## config.mk

```make
export PLATFORM = sky130hd
export DESIGN_NAME = div_sign_frontend
export DESIGN_NICKNAME = d
export VERILOG_FILES = /design/src/rtl/div_pkg.sv /design/src/rtl/cond_negate.sv /design/src/rtl/div_sign_frontend.sv
export SDC_FILE = /design/constraint.sdc
export NUM_CORES = 1
export LEC_CHECK = 0
export BUFFER_PORTS_ARGS = -buffer_cell sky130_fd_sc_hd__buf_2
export CAP_MARGIN = 20
export CORE_MARGIN = 2
export CORE_UTILIZATION = 30
export CTS_CLUSTER_SIZE = 8
export DETAILED_ROUTE_END_ITERATION = 8
export PLACE_DENSITY = 0.59
export SLEW_MARGIN = 20
export SYNTH_ARGS = -nofsm -noshare
export SYNTH_HDL_FRONTEND = slang
export SYNTH_SLANG_ARGS = --single-unit
```

## constraint.sdc

```tcl
create_clock -name clk -period 2.85 [get_ports clk]
set_input_delay 0.1425 -clock clk [delete_from_list [all_inputs] [get_ports clk]]
set_output_delay 0.1425 -clock clk [all_outputs]
set_load 0.02 [all_outputs]
```

## src/rtl/div_pkg.sv

```systemverilog
// Shared definitions for the divider sign/sequencing front end.
package div_pkg;

    localparam int XLEN = 32;

    localparam logic [2:0] FUNCT3_DIV  = 3'b100;
    localparam logic [2:0] FUNCT3_DIVU = 3'b101;
    localparam logic [2:0] FUNCT3_REM  = 3'b110;
    localparam logic [2:0] FUNCT3_REMU = 3'b111;

    localparam logic [31:0] INT_MIN = 32'h8000_0000;

    typedef enum logic [1:0] {
        IDLE = 2'd0,
        RUN  = 2'd1,
        FIX  = 2'd2,
        DONE = 2'd3
    } div_fe_state_t;

endpackage

```

## src/rtl/cond_negate.sv

```systemverilog
// Combinational conditional two's-complement negate; INT_MIN maps to itself.
module cond_negate #(
    parameter int W = 32
) (
    input  logic         neg,
    input  logic [W-1:0] din,
    output logic [W-1:0] dout
);

    assign dout = neg ? (~din + {{(W-1){1'b0}}, 1'b1}) : din;

endmodule

```

## src/rtl/div_sign_frontend.sv

```systemverilog
// Sign handling and sequencing in front of the unsigned divide core;
// resolves divide-by-zero and signed overflow without starting the core.
module div_sign_frontend
    import div_pkg::*;
#(
    parameter int XLEN_P = XLEN
) (
    input  logic              clk,
    input  logic              reset,
    input  logic              start,
    input  logic              flush_ex,
    input  logic [2:0]        funct3,
    input  logic [XLEN_P-1:0] a,
    input  logic [XLEN_P-1:0] b,
    output logic              busy,
    output logic              out_valid,
    output logic [XLEN_P-1:0] result,
    output logic              core_valid,
    output logic [XLEN_P-1:0] core_a,
    output logic [XLEN_P-1:0] core_b,
    output logic [2:0]        core_funct3,
    input  logic [XLEN_P-1:0] core_y,
    input  logic [XLEN_P-1:0] core_rem,
    input  logic              core_done
);

    div_fe_state_t     state_r;
    logic              rem_sel_r;
    logic              neg_q_r;
    logic              neg_r_r;
    logic              out_valid_r;
    logic              core_valid_r;
    logic [XLEN_P-1:0] result_r;
    logic [XLEN_P-1:0] core_a_r;
    logic [XLEN_P-1:0] core_b_r;
    logic [XLEN_P-1:0] y_r;
    logic [XLEN_P-1:0] rem_r;

    logic              signed_s;
    logic              neg_a_s;
    logic              neg_b_s;
    logic              div_zero_s;
    logic              overflow_s;
    logic [XLEN_P-1:0] a_mag_s;
    logic [XLEN_P-1:0] b_mag_s;
    logic [XLEN_P-1:0] q_fix_s;
    logic [XLEN_P-1:0] r_fix_s;

    assign signed_s   = ~funct3[0];
    assign neg_a_s    = signed_s & a[XLEN_P-1];
    assign neg_b_s    = signed_s & b[XLEN_P-1];
    assign div_zero_s = (b == {XLEN_P{1'b0}});
    assign overflow_s = signed_s & (a == INT_MIN) & (b == {XLEN_P{1'b1}});

    cond_negate #(.W(XLEN_P)) u_neg_a (.neg(neg_a_s), .din(a),        .dout(a_mag_s));
    cond_negate #(.W(XLEN_P)) u_neg_b (.neg(neg_b_s), .din(b),        .dout(b_mag_s));
    cond_negate #(.W(XLEN_P)) u_neg_q (.neg(neg_q_r), .din(y_r),      .dout(q_fix_s));
    cond_negate #(.W(XLEN_P)) u_neg_r (.neg(neg_r_r), .din(rem_r),    .dout(r_fix_s));

    // Request sequencing FSM with registered outputs; flush beats start and core_done.
    always_ff @(posedge clk) begin
        if (reset) begin
            state_r      <= IDLE;
            rem_sel_r    <= 1'b0;
            neg_q_r      <= 1'b0;
            neg_r_r      <= 1'b0;
            out_valid_r  <= 1'b0;
            core_valid_r <= 1'b0;
            result_r     <= {XLEN_P{1'b0}};
            core_a_r     <= {XLEN_P{1'b0}};
            core_b_r     <= {XLEN_P{1'b0}};
            y_r          <= {XLEN_P{1'b0}};
            rem_r        <= {XLEN_P{1'b0}};
        end else if (flush_ex) begin
            state_r      <= IDLE;
            out_valid_r  <= 1'b0;
            core_valid_r <= 1'b0;
        end else begin
            case (state_r)
                IDLE: begin
                    out_valid_r <= 1'b0;
                    if (start && funct3[2]) begin
                        rem_sel_r <= funct3[1];
                        neg_q_r   <= signed_s & (a[XLEN_P-1] ^ b[XLEN_P-1]);
                        neg_r_r   <= neg_a_s;
                        core_a_r  <= a_mag_s;
                        core_b_r  <= b_mag_s;
                        if (div_zero_s) begin
                            result_r    <= funct3[1] ? a : {XLEN_P{1'b1}};
                            out_valid_r <= 1'b1;
                            state_r     <= DONE;
                        end else if (overflow_s) begin
                            result_r    <= funct3[1] ? {XLEN_P{1'b0}} : INT_MIN;
                            out_valid_r <= 1'b1;
                            state_r     <= DONE;
                        end else begin
                            core_valid_r <= 1'b1;
                            state_r      <= RUN;
                        end
                    end
                end
                RUN: begin
                    if (core_done) begin
                        y_r          <= core_y;
                        rem_r        <= core_rem;
                        core_valid_r <= 1'b0;
                        state_r      <= FIX;
                    end
                end
                FIX: begin
                    result_r    <= rem_sel_r ? r_fix_s : q_fix_s;
                    out_valid_r <= 1'b1;
                    state_r     <= DONE;
                end
                DONE: begin
                    out_valid_r <= 1'b0;
                    state_r     <= IDLE;
                end
                default: begin
                    out_valid_r  <= 1'b0;
                    core_valid_r <= 1'b0;
                    state_r      <= IDLE;
                end
            endcase
        end
    end

    assign busy        = (state_r != IDLE);
    assign out_valid   = out_valid_r;
    assign result      = result_r;
    assign core_valid  = core_valid_r;
    assign core_a      = core_a_r;
    assign core_b      = core_b_r;
    assign core_funct3 = FUNCT3_DIVU;

endmodule
```

# Word-level counts from Yosys, hierarchy flattened

Index checks and enable logic that the tools add are counted.

Bits of input ports: 136
Flip-flop bits (word level): 167
Output and inout bits: 102
Word-level logic and storage cells: 75

Reductions and logical operators: 13
Muxes and demuxes: 25
Equality and inequality tests: 10
Add/sub/neg operators: 4
Bitwise logic cells: 12

Operators by type and width:

| cell                    | count |
|---|---|
| $mux W32                | 10 |
| $add A32 B1 Y32 const B | 4 |
| $not A32 Y32            | 4 |
| $eq A32 B32 Y1 const B  | 2 |
| $pmux W32 S2            | 1 |
| $logic_not A32 Y1       | 1 |
| $mux W2                 | 4 |
| $ne A2 B2 Y1 const B    | 4 |
| $pmux W2 S4             | 1 |
| $mux W1                 | 7 |
| $reduce_and A3 Y1       | 2 |
| $reduce_bool A2 Y1      | 3 |
| $and A1 B1 Y1           | 5 |
| $reduce_and A5 Y1       | 1 |
| $eq A2 B2 Y1 const B    | 2 |
| $reduce_and A4 Y1       | 1 |
| $ne A3 B3 Y1 const B    | 1 |
| $pmux W1 S3             | 1 |
| $reduce_bool A3 Y1      | 1 |
| $eq A2 B1 Y1 const B    | 1 |
| $logic_not A2 Y1        | 1 |
| $not A1 Y1              | 2 |
| $pmux W1 S2             | 1 |
| $reduce_and A2 Y1       | 1 |
| other kinds (3)         | 3 |

# Depth between registers and ports, before layout

Word-level depth: 7
Mapped depth: 10
Depth with buffers taken out: 8

# Modules after synthesis

A second synthesis with hierarchy kept.

Cells, all modules: 1268
Area, all modules: 10257.3 sq um

By module, submodules not included:

| module            | seq. area each (sq um) | instances | cells an instance | area an instance (sq um) |
|---|---|---|---|---|
| div_sign_frontend | 3343.2                 | 1         | 872               | 7149.4 |
| cond_negate       | 0.0                    | 4         | 99                | 777.0 |

# Least setup slack after synthesis

No wires, ideal clock.

Path type: reg2reg
Start point: register rem_r[1]
End point: register result_r[28] (netlist: result[28])
Setup slack: 0.219 ns
Stages on the path, launching flop included: 10
Data required time: 2.733 ns
Library setup time: 0.117 ns
Clock period less this slack: 2.631 ns
Buffers on the path: 1
Arrival: 2.513 ns
Cell sequence: dfxtp_1 -> inv_1 -> ha_1 -> or4b_2 -> or4_4 -> buf_6 -> o41ai_4 -> xor2_1 -> a21oi_1 -> a32o_1

Cells in the longest elaborated chain, start to end: 5

Ends and longest elaborated chain:

| what                     | line                     | source |
|---|---|---|
| start: declaration       | div_sign_frontend.sv:37  | `logic [XLEN_P-1:0] rem_r;` |
| start signal: assignment | div_sign_frontend.sv:73  | `rem_r <= {XLEN_P{1'b0}};` |
| start signal: assignment | div_sign_frontend.sv:105 | `rem_r <= core_rem;` |
| $not A32 Y32             | cond_negate.sv:10        | `assign dout = neg ? (~din + {{(W-1){1'b0}}, 1'b1}) : din;` |
| $add A32 B1 Y32          | cond_negate.sv:10        |  |
| $mux W32                 | cond_negate.sv:10        |  |
| $mux W32                 | div_sign_frontend.sv:111 | `result_r <= rem_sel_r ? r_fix_s : q_fix_s;` |
| $pmux W32 S2             | div_sign_frontend.sv:79  | `case (state_r)` |
| end signal: assignment   | div_sign_frontend.sv:89  | `result_r <= funct3[1] ? a : {XLEN_P{1'b1}};` |
| end signal: assignment   | div_sign_frontend.sv:93  | `result_r <= funct3[1] ? {XLEN_P{1'b0}} : INT_MIN;` |
| end signal: assignment   | div_sign_frontend.sv:111 |  |
| end: declaration         | div_sign_frontend.sv:33  | `logic [XLEN_P-1:0] result_r;` |

Every way passes these cells.
A chain may end at the register's enable or synchronous reset.

# Worst setup path after layout

Same ends and word-level chain as after synthesis.

==> flow_summary_export.csv <==
group,metric,value,unit
run_status,status,"finished clean",
worst_hold_path,hp-class,"input pin to flop",
yosys,yosysUniqueCellTypes,61,
clock_network,clk_pin_slew,70,ps
power,p_leak,4.777,nW
power,sequentialPowerShare,0.432,
yosys,synth_flop_cell,"dfxtp_1",
yosys,syn_avg_cell_area,7.761,um^2
cells_and_area,final_layout_size_suffix_gt1_frac,0.2311,
yosys,synth.top_cell.area_share,0.3593,
power,switching_share,0.2822,
power,peakVddDrop,0.4619,mV
yosys,async_flop_share,0,
placement,place.gp.congestion,0.8566,
drt,first_iter_violations,690,
cells_and_area,area_growth,31.57,%
clock_network,root_buffer,"clkbuf_16",
setup_path,end_kind,"flop",
clock_network,cts_made_buffers,17,
sta,clock_skew,11.58,ps
grt,grt_overflow,0,
power,comb_power_share,0.144,
clock_network,clock_sinks,167,
placement,port_buffers,234,
clock_network,htree_num_levels,4,
die,initial_core_util,0.3042,
sta,period_share,0.9574,
drt,wl_per_cell,17.80,um
drt,via_per_inst,5.267,
cells_and_area,fin_nets,1616,
placement,placed_cell_area,11020,um^2
sta,fmax,0.3665,GHz
power,power.density,459.9,nW/um^2
setup_path,path_max_fanout,5,
die,rows,64,
setup_path,worstSetupStartpointType,"flop",
clock_network,cts_max_path_buffers,2,
yosys,synth-seq-area-share,0.3593,
setup_path,critPathArrivalTime,3050,ps
setup_path,worstSetupPathType,"flop to flop",
die,die-area,32440,um^2
yosys,synthCells,1199,
power,internal_power,4.042,mW
grt,grt_max_degree,126,
run,drv_cap,0,
cells_and_area,nFillCells,3168,
drt,ant_nets,0,
yosys,synth_area,9305,um^2
placement,dpl.hpwl,25190,um
die,die_h,180.1,um
drt,vias,9912,
sta,setup_viol,0,
yosys,synth_edf_count,0,
drt,first_pass_iters,5,
sta,tightest_slew,786.5,ps
grt,grt_pass1_vias,8943,
sta,rsz0062_at_grt,"false",
drt,drc,0,
grt,grt_usage,0.2004,
grt,grt_pass1_wl,51720,um
setup_path,endpoint,"result[28]",
clock_network,clk_latency,440,ps
sta,hold_viol_final,0,
sta,period_needed,2729,ps
setup_path,crit_start,"rem_r[1]",
yosys,yosysTopAreaCell,"dfxtp_1",
power,power_switching,1.589,mW
drt,drt-total-wl,33510,um
setup_path,required,3170,ps
sta,drv_slew,0,
sta,tns,0,ps
power,clock_power_share,0.424,
clock_network,cts_tree,"built",
cells_and_area,design_area,12240,um^2
yosys,ys_top_cells_by_count,"nand2_1, dfxtp_1, nor2_1",
die,io_pins,238,
setup_path,ff2ff_path_depth,8,
die,core,30590,um^2
yosys,synth_warnings,0,
setup_path,r2r_setup_slack,120,ps
yosys,ys_ff_latch,167,
die,die_x,180.1,um
grt,antenna_found_initial,2,
setup_path,rr_endpoint,"result[28]",
yosys,synth.most_common_cell,"nand2_1",
sta,slew_headroom,0.4757,
setup_path,r2r-start,"rem_r[1]",
yosys,synth.area.top_cells,"dfxtp_1, nand2_1, a21oi_1, xnor2_1, a211oi_1",
cell usage in the layout, fill, tap and decap left out, drive strengths merged, types with 22 or more instances in the layout:
master and n:
a211oi 61, o21ai 52, nand2 177, dfxtp 167, o31ai 31, xnor2 54
inv 31, dlygate4sd3 60, a21oi 98, buf 283, a31oi 31, nor2 122
or4 22, xor2 51
final cells by class:
class | instances | area, um^2 | share of cell area
Clock inverter | 14 | 166.4 | 0.01359
Sequential cell | 167 | 3343 | 0.2731
Tap cell | 396 | 495.5 | 0.04047
Multi-Input combinational cell | 917 | 5543 | 0.4527
Antenna cell | 2 | 5.005 | 0.0004088
Clock buffer | 18 | 429.2 | 0.03505
Inverter | 25 | 93.84 | 0.007665
Timing Repair Buffer | 343 | 2167 | 0.1770
sequential cells by signal, summed over array words and instances, names as in the netlist:
name        cells
core_a         32
core_b         32
core_valid      1
neg_q_r         1
neg_r_r         1
out_valid       1
rem_r          32
rem_sel_r       1
result         32
state_r         2
y_r            32
metal layers:
| layer | share of wire | vias up | wire, um | global-route usage |
|---|---|---|---|---|
| met1 | 0.50 | 4594 | 16660 | 0.2959 |
| li1 | - | 4904 | - | - |
| met3 | 0.056 | 40 | 1875 | 0.02850 |
| met2 | 0.43 | 374 | 14290 | 0.2981 |
| met5 | 0 | - | 0 | 0 |
| met4 | 0.020 | 0 | 679 | 0.06516 |
worst min-delay path by stage:
| stage | start | end | slack (ps) | cells after the start |
|---|---|---|---|---|
| floorplan | core_rem[31] | rem_r[31] | 280 | 2 |
| global placement | core_y[29] | y_r[29] | 390 | 3 |
| detailed placement | core_y[27] | y_r[27] | 390 | 3 |
| CTS | core_rem[3] | rem_r[3] | 2 | 3 |
| global route | core_rem[1] | rem_r[1] | 20 | 3 |
| finish | core_rem[7] | rem_r[7] | 20 | 3 |
metrics by stage:
stage | setup slack (ps) | instances | total power, mW | util | hold WS [ps]
after floorplan | 219.3 | 1200 | 2.915 | - | 278.5
after global placement | 117.7 | 1787 | 3.217 | 0.3603 | 385.9
after detailed placement | 41.69 | 1787 | 3.224 | 0.3603 | 389.9
after CTS | 31.97 | 1879 | 5.667 | 0.3994 | 1.768
after global routing | 1.503 | 1882 | 5.860 | 0.4002 | 20.53
final | 121.4 | 1882 | 5.631 | 0.4002 | 16.82
kinds of logic after synthesis:
| kind of cell | Yosys count | synth area share |
|---|---|---|
| AOI/OAI and AO/OA | 357 | 0.2583 |
| xor gates and xnor gates | 105 | 0.09883 |
| adders and majority gates | 9 | 0.01210 |
| buffers and inverters | 117 | 0.05083 |
| DFF | 167 | 0.3593 |
| muxes | 2 | 0.002151 |
| other | 2 | 0.0008071 |
| and+or+nand+nor | 440 | 0.2177 |
timing repair:
item,in CTS,in global routing
setup endpoints to repair,0,4
buffers inserted,0,0
hold buffers,60,0
endpoints found under the hold margin,60,0
gates resized for setup,0,3
power groups by stage:
stage	registers [mW]	logic [mW]	clock network (mW)
2_1_floorplan	2.54	0.378	0
6_report	2.43	0.811	2.39
3_3_place_gp	2.48	0.733	0
4_1_cts	2.43	0.803	2.43
5_1_grt	2.44	0.885	2.54
3_5_place_dp	2.49	0.738	0
worst max-delay path: stages, from the launching register on:
cell	delay, ps
dfxtp_1	340
inv_1	70
ha_1	170
or4b_4	510
or4_4	600
o41ai_4	360
xor2_1	200
a21oi_1	90
a32o_1	260
(Power assumes the default switching activity.)
